**config.mk**
```make
export PLATFORM = sky130hd
export DESIGN_NAME = manchester_frame_tx
export DESIGN_NICKNAME = d
export VERILOG_FILES = /design/src/rtl/manchester_frame_tx.sv
export SDC_FILE = /design/constraint.sdc
export NUM_CORES = 1
export LEC_CHECK = 0
export BUFFER_PORTS_ARGS = -buffer_cell sky130_fd_sc_hd__buf_2
export CAP_MARGIN = 20
export CELL_PAD_IN_SITES_DETAIL_PLACEMENT = 0
export CELL_PAD_IN_SITES_GLOBAL_PLACEMENT = 1
export CORE_ASPECT_RATIO = 1.4
export CORE_UTILIZATION = 46
export CTS_CLUSTER_DIAMETER = 30
export DETAILED_ROUTE_END_ITERATION = 7
export PLACE_DENSITY_LB_ADDON = 0.1
export SETUP_SLACK_MARGIN = 0.15
export SLEW_MARGIN = 20
export SYNTH_ARGS = -nofsm -noshare
export SYNTH_HDL_FRONTEND = slang
export SYNTH_SLANG_ARGS = --single-unit
```
**constraint.sdc**
```tcl
create_clock -name aclk -period 2.5 [get_ports aclk]
set_input_delay 0.125 -clock aclk [delete_from_list [all_inputs] [get_ports aclk]]
set_output_delay 0.125 -clock aclk [all_outputs]
set_load 0.005 [all_outputs]
```
**src/rtl/manchester_frame_tx.sv**
```systemverilog
// Manchester frame transmitter: AXI-Stream words in, preamble + data + idle gap out on one serial line.
// Define MANCHESTER_FRAME_TX_IEEE_EN for IEEE 802.3 polarity (1 = low-then-high); default is G.E. Thomas.
module manchester_frame_tx #(
    parameter int                    DATA_WIDTH       = 8,
    parameter int                    HALF_BIT_CYCLES  = 1,
    parameter int                    PREAMBLE_WORDS   = 2,
    parameter logic [DATA_WIDTH-1:0] PREAMBLE_PATTERN = DATA_WIDTH'(8'h55),
    parameter int                    GAP_BITS         = 2,
    parameter int                    MSB_FIRST        = 1,
    parameter logic                  IDLE_LEVEL       = 1'b0
) (
    input  logic                  aclk,
    input  logic                  aresetn,
    input  logic [DATA_WIDTH-1:0] s_axis_tdata,
    input  logic                  s_axis_tvalid,
    output logic                  s_axis_tready,
    input  logic                  s_axis_tlast,
    output logic                  serial_out,
    output logic                  busy,
    output logic                  frame_done,
    output logic                  underrun
);
    localparam int GAP_CYCLES = GAP_BITS * 2 * HALF_BIT_CYCLES;
    localparam int HB_W       = (HALF_BIT_CYCLES > 1) ? $clog2(HALF_BIT_CYCLES) : 1;
    localparam int BIT_W      = $clog2(DATA_WIDTH);
    localparam int WRD_W      = (PREAMBLE_WORDS > 1) ? $clog2(PREAMBLE_WORDS) : 1;
    localparam int GAP_W      = $clog2(GAP_CYCLES);
    localparam int PRE_LAST   = (PREAMBLE_WORDS > 0) ? PREAMBLE_WORDS - 1 : 0;

    typedef enum logic [1:0] {ST_IDLE, ST_PREAMBLE, ST_DATA, ST_GAP} state_t;

    state_t                state_r;
    logic [HB_W-1:0]       hb_cnt_r;
    logic                  phase_r;
    logic [BIT_W-1:0]      bit_cnt_r;
    logic [WRD_W-1:0]      word_cnt_r;
    logic [GAP_W-1:0]      gap_cnt_r;
    logic [DATA_WIDTH-1:0] shift_r;
    logic                  shift_last_r;
    logic                  aborted_r;
    logic [DATA_WIDTH-1:0] hold_data_r;
    logic                  hold_last_r;
    logic                  hold_valid_r;
    logic                  tready_r;
    logic                  serial_r;
    logic                  busy_r;
    logic                  frame_done_r;
    logic                  underrun_r;

    logic                  accept_s;
    logic                  end_half_s;
    logic                  end_word_s;
    logic                  pre_last_s;
    logic                  gap_end_s;
    logic                  start_s;
    logic                  load_s;
    logic [DATA_WIDTH-1:0] shifted_s;

    function automatic logic first_bit(input logic [DATA_WIDTH-1:0] w);
        if (MSB_FIRST != 0) first_bit = w[DATA_WIDTH-1];
        else                first_bit = w[0];
    endfunction

    function automatic logic [DATA_WIDTH-1:0] shift_word(input logic [DATA_WIDTH-1:0] w);
        if (MSB_FIRST != 0) shift_word = {w[DATA_WIDTH-2:0], 1'b0};
        else                shift_word = {1'b0, w[DATA_WIDTH-1:1]};
    endfunction

    // Line level for a bit in its first (second_half=0) or second half.
    function automatic logic encode(input logic b, input logic second_half);
`ifdef MANCHESTER_FRAME_TX_IEEE_EN
        encode = ~(b ^ second_half);
`else
        encode = b ^ second_half;
`endif
    endfunction

    assign accept_s   = s_axis_tvalid && tready_r;
    assign end_half_s = (hb_cnt_r == HB_W'(HALF_BIT_CYCLES - 1));
    assign end_word_s = end_half_s && phase_r && (bit_cnt_r == BIT_W'(DATA_WIDTH - 1));
    assign pre_last_s = (word_cnt_r == WRD_W'(PRE_LAST));
    assign gap_end_s  = (gap_cnt_r == GAP_W'(GAP_CYCLES - 1));
    assign shifted_s  = shift_word(shift_r);

    // Decide when a frame starts and when HOLD is consumed into the shifter.
    always_comb begin
        start_s = 1'b0;
        load_s  = 1'b0;
        case (state_r)
            ST_IDLE: begin
                start_s = hold_valid_r;
                load_s  = hold_valid_r && (PREAMBLE_WORDS == 0);
            end
            ST_PREAMBLE: begin
                load_s = hold_valid_r && end_word_s && pre_last_s;
            end
            ST_DATA: begin
                load_s = hold_valid_r && end_word_s && !shift_last_r;
            end
            ST_GAP: begin
                start_s = hold_valid_r && gap_end_s;
                load_s  = hold_valid_r && gap_end_s && (PREAMBLE_WORDS == 0);
            end
            default: begin
                start_s = 1'b0;
                load_s  = 1'b0;
            end
        endcase
    end

    // One-deep input holding register; ready is registered and stays low until the first edge after reset.
    always_ff @(posedge aclk or negedge aresetn) begin
        if (!aresetn) begin
            hold_data_r  <= '0;
            hold_last_r  <= 1'b0;
            hold_valid_r <= 1'b0;
            tready_r     <= 1'b0;
        end else if (accept_s) begin
            hold_data_r  <= s_axis_tdata;
            hold_last_r  <= s_axis_tlast;
            hold_valid_r <= 1'b1;
            tready_r     <= 1'b0;
        end else if (load_s) begin
            hold_valid_r <= 1'b0;
            tready_r     <= 1'b1;
        end else begin
            tready_r     <= !hold_valid_r;
        end
    end

    // Frame sequencer; counters always describe the half-bit currently on the line.
    always_ff @(posedge aclk or negedge aresetn) begin
        if (!aresetn) begin
            state_r      <= ST_IDLE;
            hb_cnt_r     <= '0;
            phase_r      <= 1'b0;
            bit_cnt_r    <= '0;
            word_cnt_r   <= '0;
            gap_cnt_r    <= '0;
            shift_r      <= '0;
            shift_last_r <= 1'b0;
            aborted_r    <= 1'b0;
            serial_r     <= IDLE_LEVEL;
            busy_r       <= 1'b0;
            frame_done_r <= 1'b0;
            underrun_r   <= 1'b0;
        end else begin
            frame_done_r <= 1'b0;
            underrun_r   <= 1'b0;
            if (start_s) begin
                hb_cnt_r   <= '0;
                phase_r    <= 1'b0;
                bit_cnt_r  <= '0;
                word_cnt_r <= '0;
                gap_cnt_r  <= '0;
                aborted_r  <= 1'b0;
                busy_r     <= 1'b1;
                if (PREAMBLE_WORDS > 0) begin
                    state_r      <= ST_PREAMBLE;
                    shift_r      <= PREAMBLE_PATTERN;
                    shift_last_r <= 1'b0;
                    serial_r     <= encode(first_bit(PREAMBLE_PATTERN), 1'b0);
                end else begin
                    state_r      <= ST_DATA;
                    shift_r      <= hold_data_r;
                    shift_last_r <= hold_last_r;
                    serial_r     <= encode(first_bit(hold_data_r), 1'b0);
                end
            end else begin
                case (state_r)
                    ST_IDLE: begin
                        serial_r <= IDLE_LEVEL;
                        busy_r   <= 1'b0;
                    end
                    ST_PREAMBLE, ST_DATA: begin
                        if (!end_half_s) begin
                            hb_cnt_r <= hb_cnt_r + HB_W'(1);
                        end else if (!phase_r) begin
                            hb_cnt_r <= '0;
                            phase_r  <= 1'b1;
                            serial_r <= encode(first_bit(shift_r), 1'b1);
                        end else if (!end_word_s) begin
                            hb_cnt_r  <= '0;
                            phase_r   <= 1'b0;
                            bit_cnt_r <= bit_cnt_r + BIT_W'(1);
                            shift_r   <= shifted_s;
                            serial_r  <= encode(first_bit(shifted_s), 1'b0);
                        end else begin
                            hb_cnt_r  <= '0;
                            phase_r   <= 1'b0;
                            bit_cnt_r <= '0;
                            if ((state_r == ST_PREAMBLE) && !pre_last_s) begin
                                word_cnt_r <= word_cnt_r + WRD_W'(1);
                                shift_r    <= PREAMBLE_PATTERN;
                                serial_r   <= encode(first_bit(PREAMBLE_PATTERN), 1'b0);
                            end else if (load_s) begin
                                state_r      <= ST_DATA;
                                shift_r      <= hold_data_r;
                                shift_last_r <= hold_last_r;
                                serial_r     <= encode(first_bit(hold_data_r), 1'b0);
                            end else begin
                                // Either a clean end of frame or starvation mid-frame.
                                state_r    <= ST_GAP;
                                gap_cnt_r  <= '0;
                                serial_r   <= IDLE_LEVEL;
                                underrun_r <= !((state_r == ST_DATA) && shift_last_r);
                                aborted_r  <= !((state_r == ST_DATA) && shift_last_r);
                            end
                        end
                    end
                    ST_GAP: begin
                        serial_r <= IDLE_LEVEL;
                        if (gap_end_s) begin
                            state_r   <= ST_IDLE;
                            gap_cnt_r <= '0;
                            busy_r    <= 1'b0;
                        end else begin
                            gap_cnt_r    <= gap_cnt_r + GAP_W'(1);
                            frame_done_r <= (gap_cnt_r == GAP_W'(GAP_CYCLES - 2)) && !aborted_r;
                        end
                    end
                    default: begin
                        state_r  <= ST_IDLE;
                        serial_r <= IDLE_LEVEL;
                        busy_r   <= 1'b0;
                    end
                endcase
            end
        end
    end

    assign s_axis_tready = tready_r;
    assign serial_out    = serial_r;
    assign busy          = busy_r;
    assign frame_done    = frame_done_r;
    assign underrun      = underrun_r;
endmodule

```
---- Yosys cells after proc, flatten, opt, wreduce, memory -nomap -nowiden ----
Cells that the tools add are included.
storage, ports and cells
  bits in registers ....................... 35
  input port bits ......................... 12
  word-level logic and storage cells ...... 159
cells by class
  $add $sub $neg .......................... 4
  eq/ne operators ......................... 16
  multiplexer cells ....................... 85
  bitwise gates (word level) .............. 2
  reductions and logical operators ........ 35
operators by type and width
  cell                                                                      count
  8-bit two-way mux                                                         7
  1-bit two-way mux                                                         54
  2-bit two-way mux                                                         13
  6-bit AND reduction                                                       4
  3-bit inequality test (second input constant)                             6
  3-bit two-way mux                                                         5
  2-bit nonzero test                                                        6
  1-bit logical AND                                                         10
  2-bit == test (second input constant)                                     4
  2-bit case mux with 2 select lines                                        2
  1-bit case mux with 2 select lines                                        3
  3-bit nonzero test                                                        2
  1-bit zero test                                                           5
  5-bit AND reduction                                                       1
  2-bit inequality test (second input constant)                             2
  4-bit by 1-bit inequality test with 1-bit output (second input constant)  1
  2-bit AND reduction                                                       2
  4-bit AND reduction                                                       1
  2-bit OR reduction                                                        2
  3-bit by 1-bit adder with 3-bit output (second input constant)            1
  3-bit == test (second input constant)                                     1
  1-bit case mux with 3 select lines                                        1
  3-bit AND reduction                                                       1
  1-bit adder (second input constant)                                       2
  5 further kinds                                                           6

---- Depth between registers and ports, before layout ----
Gate-level depths: netlist of the first run.
  word-level depth ........................ 13
  depth in mapped cells ................... 7
  mapped depth without buffers ............ 6

---- Worst setup path before layout of the first run ----
OpenSTA, ideal clock, no wires.
  path type ............................... reg2reg
  start ................................... reg state_r[0]
  end ..................................... reg shift_r[0]
  data arrival time ....................... 1.859 ns
  setup slack ............................. 0.516 ns
  cell stages (with the launch flop) ...... 7
  buffers on the path ..................... 1
  cell sequence ........................... dfrtp_1 > inv_1 > ha_1 > clkbuf_1 > and2_1 > a211oi_4 > mux2_2
between the ends
  cells in the longest elaborated chain, start to end .. 8
ends and longest elaborated chain
  what                                      line          text
  start, declared                           32            state_t state_r;
  start signal, assigned                    134           state_r <= ST_IDLE;
  start signal, assigned                    159           state_r <= ST_PREAMBLE;
  start signal, assigned                    164           state_r <= ST_DATA;
  2-bit by 1-bit == test with 1-bit output  89, 170, 192
  1-bit logical AND                         192           if ((state_r == ST_PREAMBLE) && !pre_last_s) begin
  8-bit two-way mux                         192
  8-bit two-way mux                         182           end else if (!end_word_s) begin
  8-bit two-way mux                         178           end else if (!phase_r) begin
  8-bit two-way mux                         176           if (!end_half_s) begin
  8-bit two-way mux                         170           case (state_r)
  8-bit two-way mux                         150           if (start_s) begin
  end signal, assigned                      165           shift_r <= hold_data_r;
  end signal, assigned                      186           shift_r <= shifted_s;
  end signal, assigned                      198           shift_r <= hold_data_r;
  end, declared                             38            logic [DATA_WIDTH-1:0] shift_r;
Parallel ways exist; a longest one is shown, timed or not. The select of a mux whose other input is x is not followed.
A chain may end at the register's enable or synchronous reset.

---- Final worst setup path of the first run ----
  start ................................... reg state_r[0]
  end ..................................... reg shift_r[1]
Same word-level chain as after synthesis.

==> results of run 1 <==
## registers in the layout (all words and copies together) (netlist names)
signal	flops
hold_data_r	8
shift_r	8
bit_cnt_r	3
gap_cnt_r	2
state_r	2
aborted_r	1
busy	1
frame_done	1
hold_last_r	1
hold_valid_r	1
phase_r	1
pre_last_s	1
s_axis_tready	1
serial_out	1
shift_last_r	1
underrun	1
## kinds of logic after synthesis
group | after synthesis | synth area share, %
muxes | 18 | 12.14
buffers and inverters | 10 | 2.549
AOI/OAI and AO/OA | 33 | 13.04
and+or+nand+nor | 49 | 15.29
DFF | 34 | 50.97
adders and majority gates | 8 | 5.997
## cells in the final DEF (no fill, tap or decap), types with 2 or more instances in the layout
cell / n
a21o_1: 3
a21oi_1: 8
a22o_1: 2
and2_1: 4
and3_1: 2
buf_2: 16
buf_4: 4
clkbuf_8: 6
dfrtp_1: 34
ha_1: 8
inv_1: 5
mux2_2: 18
nand2_1: 13
nand2b_1: 4
nand3_1: 8
nor2_1: 6
nor2b_1: 2
nor3_1: 5
o21ai_0: 11
## worst paths after layout
check,startpoint,endpoint,slack [ns],depth (start not counted)
setup / recovery,state_r[0],shift_r[1],0.37,8
hold / removal,s_axis_tlast,hold_last_r,0.07,2
setup reg to reg,state_r[0],shift_r[1],0.37,8
hold reg to reg,shift_r[7],serial_out,0.45,1
max in group asynchronous,aresetn,hold_data_r[4],1.57,2
min in group asynchronous,aresetn,frame_done,0.45,2
## power by group through the flow
stage	clock, mW	combinational (mW)	sequential (mW)
after floorplan	0	0.134	0.689
after global placement	0	0.180	0.708
after detailed placement	0	0.187	0.711
after CTS	0.430	0.189	0.700
after global routing	0.462	0.211	0.711
final	0.415	0.186	0.700
## cell usage after synthesis (2+ instances only)
| master | instances | area share, % |
|---|---|---|
| nand3_1 | 8 | 2.4 |
| inv_1 | 5 | 1.1 |
| clkbuf_1 | 3 | 0.67 |
| ha_1 | 8 | 6.0 |
| a22o_1 | 2 | 1.0 |
| and3_1 | 2 | 0.75 |
| a21o_1 | 3 | 1.3 |
| nor3_1 | 5 | 1.5 |
| dfrtp_1 | 34 | 51 |
| o21ai_0 | 11 | 3.3 |
| mux2_2 | 18 | 12 |
| nand2_1 | 13 | 2.9 |
| and2_1 | 4 | 1.5 |
| nor2b_1 | 2 | 0.75 |
| nand2b_1 | 4 | 1.5 |
| nor2_1 | 6 | 1.3 |
| a21oi_1 | 8 | 2.4 |
## per-stage QoR
stage,util (%),cells,setup WS [ns]
after CTS,55.82,215,0.2799
after floorplan,-,152,0.5165
final,56.04,216,0.3723
after global routing,56.04,216,0.2218
after global placement,52.73,206,0.3665
after detailed placement,52.73,206,0.2924
## final cells by class
| class | count | area [µm²] | share of cell area (%) |
|---|---|---|---|
| clock inverter | 2 | 12.51 | 0.6549 |
| timing repair buffer | 21 | 120.1 | 6.287 |
| clock buffer | 6 | 82.58 | 4.322 |
| tap | 40 | 50.05 | 2.620 |
| inverter | 5 | 18.77 | 0.9823 |
| multi-input combinational | 108 | 775.7 | 40.60 |
| sequential | 34 | 850.8 | 44.53 |
## repair_timing
item,4_1_cts,5_1_grt
hold buffers,1,0
hold endpoints to repair,34,0
endpoints found under the setup margin,0,7
setup buffers,0,1
resized for setup,0,0
## metal layers
layer | up-vias | routed length [µm] | GRT usage, %
met1 | 585 | 1387 | 23.95
met3 | 2 | 82 | 6.418
met4 | 0 | 25 | 7.895
met5 | - | 0 | 0
li1 | 587 | - | -
met2 | 18 | 1900 | 38.12
## worst reg2reg max path: stages, from the launching register on
cell and delay, ns:
dfrtp_1 0.40, inv_1 0.09, ha_1 0.40, nand3_1 0.16, a211oi_1 0.27, buf_4 0.20
a211oi_4 0.04, buf_4 0.18, mux2_2 0.27
==> impl_metrics.py, run 1 <==
metrics = {
    "synthesis": {
        "syn_area_mm2": 0.001669,
        "synthArstFlopShare_pct": 100.0,
        "synth_edf_count": 0,
        "synth_nets": 172,
        "yosys_register_bits": 34,
        "ys_warn_count": 0,
        "synthDistinctLibCells": 33,
        "ys_seq_area_share_pct": 50.97,
        "syn_avg_cell_area_um2": 10.98,
        "syn_inst": 152,
        "synth_flop_cell": "dfrtp_1",
    },
    "clocking": {
        "htreeDepth": 2,
        "clk_pin_slew_ns": 0.07,
        "cts.path.max_buffers": 2,
        "cts-root-buf": "clkbuf_8",
        "cts.sinks": 34,
        "numCtsBuffers": 5,
        "clk_latency_ns": 0.28,
        "cts_tree": "done",
    },
    "detailed_routing": {
        "first_pass_iters": 4,
        "wl_per_cell_um": 15.72,
        "detail-route-antenna-nets": 0,
        "vias": 1192,
        "avgViaCountPerCell": 5.519,
        "routed_wl_um": 3395,
        "first_iter_violations": 27,
        "drc": 0,
    },
    "power_and_ir_drop": {
        "vdd_ir_drop_max_v": 0.0005331,
        "p_comb_share_pct": 14.3,
        "power_mw": 1.301,
        "p_sw_uw": 333.4,
        "seqPwrFrac_pct": 53.8,
        "intPower_uw": 967.5,
        "power.density_mw_per_mm2": 680.9,
        "power.leakage_nw": 0.8874,
        "power_frac_clock_pct": 31.9,
        "switching_share_pct": 25.63,
    },
    "grt": {
        "grt.total_usage_pct": 21.61,
        "grt_pass1_vias": 1273,
        "overflow": 0,
        "grt_max_degree": 35,
        "antenna_found_initial": 0,
        "grt_pass1_wl_um": 5858,
    },
    "sta": {
        "max_freq_mhz": 470.0,
        "relSlewSlack_pct": 49.09,
        "holdWs_ns": 0.07402,
        "setup_viol": 0,
        "layout_min_cycle_time_ns": 2.128,
        "grt_setup_unrepaired": "no",
        "slew_violations": 0,
        "clock_skew_ns": 0.001874,
        "setup_tns_ns": 0,
        "fin_crit_sh_pct": 85.11,
        "tightest_slew_ns": 0.7637,
        "finalHoldViolations": 0,
    },
    "die": {
        "die_h_um": 73.28,
        "design.core.area_mm2": 0.003410,
        "io_pins": 17,
        "start_util_pct": 48.95,
        "dieArea_mm2": 0.003877,
        "die_x_um": 52.91,
        "num_rows": 25,
    },
    "placement": {
        "place_congestion": 0.7923,
        "port_buffers": 16,
        "hpwl_um": 2508,
        "place_area_mm2": 0.001798,
    },
    "final_layout": {
        "final_area_mm2": 0.001911,
        "final_layout_size_suffix_gt1_share_pct": 27.84,
        "n_antenna_cell": 0,
        "final_nets": 195,
        "fill_cells": 311,
        "area_delta_synth_final_pct": 14.47,
    },
    "worst_hold_path": {
        "min-delay-path-class": "input pin to flip-flop",
    },
    "worst_setup_path": {
        "slowest_stage": "dfrtp_1",
        "required_ns": 2.67,
        "cp_cell_sequence": "inv_1, ha_1, nand3_1, a211oi_1, buf_4, a211oi_4, buf_4, mux2_2",
        "crit_arrival_ns": 2.30,
        "cp-start-kind": "flip-flop",
        "cp-end-kind": "flip-flop",
        "setup.worst_path.class": "flip-flop to flip-flop",
        "crit_fanout": 8,
        "timing.critical_path.buf_inv": 3,
        "slowest_delay_ns": 0.40,
        "path_common_cell": "buf_4",
        "crit_family": "buffers and inverters",
    },
    "run_status": {
        "status": "finished, final reports clean",
    },
    "run": {
        "cap_violations": 0,
    },
}
Note: power is estimated with default switching activity, not from simulation.
==> inputs of run 2 (changes only) <==
CORE_ASPECT_RATIO = 1.25   (was 1.4)
CORE_MARGIN = 2   (was unset)
==> run 2 against run 1 <==
Register-to-register slack barely moved. Via count down 1.3%. Worst hold slack lost 0.00075 ns. Sequential power shrank 0.9%. Combinational power barely moved. Largest power group unchanged. Maximum frequency increased by 0.66%. Cell count is the same. Sequential share of layout area up 0.12 points. Power shrank 3.8%.
==> impl_metrics.py, run 2 (synthesis gave the netlist of run 1 again) <==
metrics = {
    "placement": {
        "place_congestion": 0.8944,
        "hpwl_um": 2424,
        "place_inst": 208,
        "port_buffers": 16,
    },
    "power_and_ir_drop": {
        "vdd_ir_drop_max_v": 0.0005569,
        "power.leakage_nw": 0.8902,
        "power_mw": 1.252,
        "power.density_mw_per_mm2": 657.1,
    },
    "detailed_routing": {
        "drc": 0,
        "wl_per_cell_um": 15.36,
        "vias": 1177,
        "first_pass_iters": 4,
        "first_iter_violations": 37,
        "avgViaCountPerCell": 5.449,
        "routed_wl_um": 3318,
        "detail-route-antenna-nets": 0,
    },
    "sta": {
        "clock_skew_ns": 0.006915,
        "finalHoldViolations": 0,
        "fin_crit_sh_pct": 84.55,
        "setup_tns_ns": 0,
        "slew_violations": 0,
        "max_freq_mhz": 473.1,
        "grt_setup_unrepaired": "no",
        "layout_min_cycle_time_ns": 2.114,
        "relSlewSlack_pct": 50.59,
        "setup_viol": 0,
        "tightest_slew_ns": 0.7412,
    },
    "die": {
        "io_pins": 17,
        "start_util_pct": 47.92,
        "die_h_um": 71.35,
        "die_x_um": 57.88,
        "design.core.area_mm2": 0.003483,
        "num_rows": 24,
        "dieArea_mm2": 0.004129,
    },
    "final_layout": {
        "final_common_cell": "dfrtp_1",
        "reg_top3": "hold_data_r: 8 flops, shift_r: 8 flops, bit_cnt_r: 3 flops",
        "area_delta_synth_final_pct": 14.17,
        "n_antenna_cell": 0,
        "fill_cells": 327,
        "final_cells": 216,
        "final_nets": 197,
        "ff_latch_area_um2": 850.8,
        "multi_input_area_um2": 775.7,
        "final_layout_size_suffix_gt1_share_pct": 27.12,
        "final_cell_mix": "dfrtp_1, mux2_2, buf_2",
    },
    "clocking": {
        "cts-root-buf": "clkbuf_8",
        "clk_pin_slew_ns": 0.06,
        "clk_latency_ns": 0.28,
        "cts_tree": "done",
        "cts.path.max_buffers": 2,
        "post_cts_resized": 0,
        "cts.sinks": 34,
        "numCtsBuffers": 5,
        "htreeDepth": 2,
    },
    "worst_setup_path": {
        "cp-start-kind": "flip-flop",
        "setup.worst_path.class": "flip-flop to flip-flop",
        "crit_arrival_ns": 2.28,
        "slowest_delay_ns": 0.43,
        "required_ns": 2.66,
        "timing.critical_path.buf_inv": 1,
        "crit_fanout": 8,
        "cp-end-kind": "flip-flop",
        "cp_cell_sequence": "inv_1, ha_1, o21ai_0, a211oi_1, a211oi_4, mux2_2",
        "crit_family": "compound AO/OA/AOI/OAI gates",
        "slowest_stage": "a211oi_4",
    },
    "grt": {
        "top_usage_layer": "met2",
        "grt_pass1_wl_um": 5782,
        "gr-usage-met1_pct": 21.51,
        "antenna_found_initial": 0,
        "met3_usage_pct": 5.235,
        "overflow": 0,
        "grt_max_degree": 35,
        "grt_pass1_vias": 1244,
        "grt.total_usage_pct": 18.45,
        "met2_usage_pct": 31.44,
    },
    "run": {
        "cap_violations": 0,
    },
    "worst_hold_path": {
        "min-delay-path-class": "input pin to flip-flop",
    },
    "run_status": {
        "status": "finished, final reports clean",
    },
}
[run 2: layer usage]
metal  part of all wire, %  routed length, µm  up-vias
li1                      -                  -      590
met1                    44               1454      562
met2                    51               1698       19
met3                   3.0                 99        6
met4                   2.0                 66        0
met5                     0                  0        -
[run 2: timing repair]
item                                   4_1_cts  5_1_grt
hold buffers                                 1        0
endpoints found under the hold margin       34        0
buffers inserted                             0        0
[run 2: path summary, 6_finish.rpt]
kind	startpoint	end	slack, ns	cells after the start
max	state_r[0]	shift_r[4]	0.39	6
min	s_axis_tdata[7]	hold_data_r[7]	0.07	2
max reg2reg	state_r[0]	shift_r[4]	0.39	6
min reg2reg	aborted_r	frame_done	0.45	1
max in group asynchronous	aresetn	shift_r[2]	1.58	2
min in group asynchronous	aresetn	state_r[1]	0.44	2
[run 2: report_power, final]
group	internal (mW)	leakage (nW)	switching [mW]	total, mW
logic	0.103	0.435	0.0807	0.184
clock network	0.191	0.0383	0.183	0.374
registers	0.643	0.417	0.0507	0.694
total	0.938	0.890	0.314	1.25
[run 2: through the flow]
stage | area, µm² | setup slack (ns) | util [%] | hold slack [ns]
final | 1906 | 0.3862 | 54.71 | 0.07326
after global routing | 1906 | 0.2505 | 54.71 | 0.07380
after CTS | 1906 | 0.4051 | 54.71 | 0.06586
after detailed placement | 1819 | 0.4240 | 52.23 | 0.2394
after global placement | 1819 | 0.4472 | 52.23 | 0.2249
after floorplan | 1669 | 0.5165 | - | -0.1706
[run 2: cell type report]
| class | instances | share of cell area [%] |
|---|---|---|
| Sequential cell | 34 | 44.65 |
| Multi-Input combinational cell | 108 | 40.71 |
| Timing Repair Buffer | 23 | 7.091 |
| Clock buffer | 7 | 4.005 |
| Tap cell | 39 | 2.561 |
| Inverter | 5 | 0.9849 |
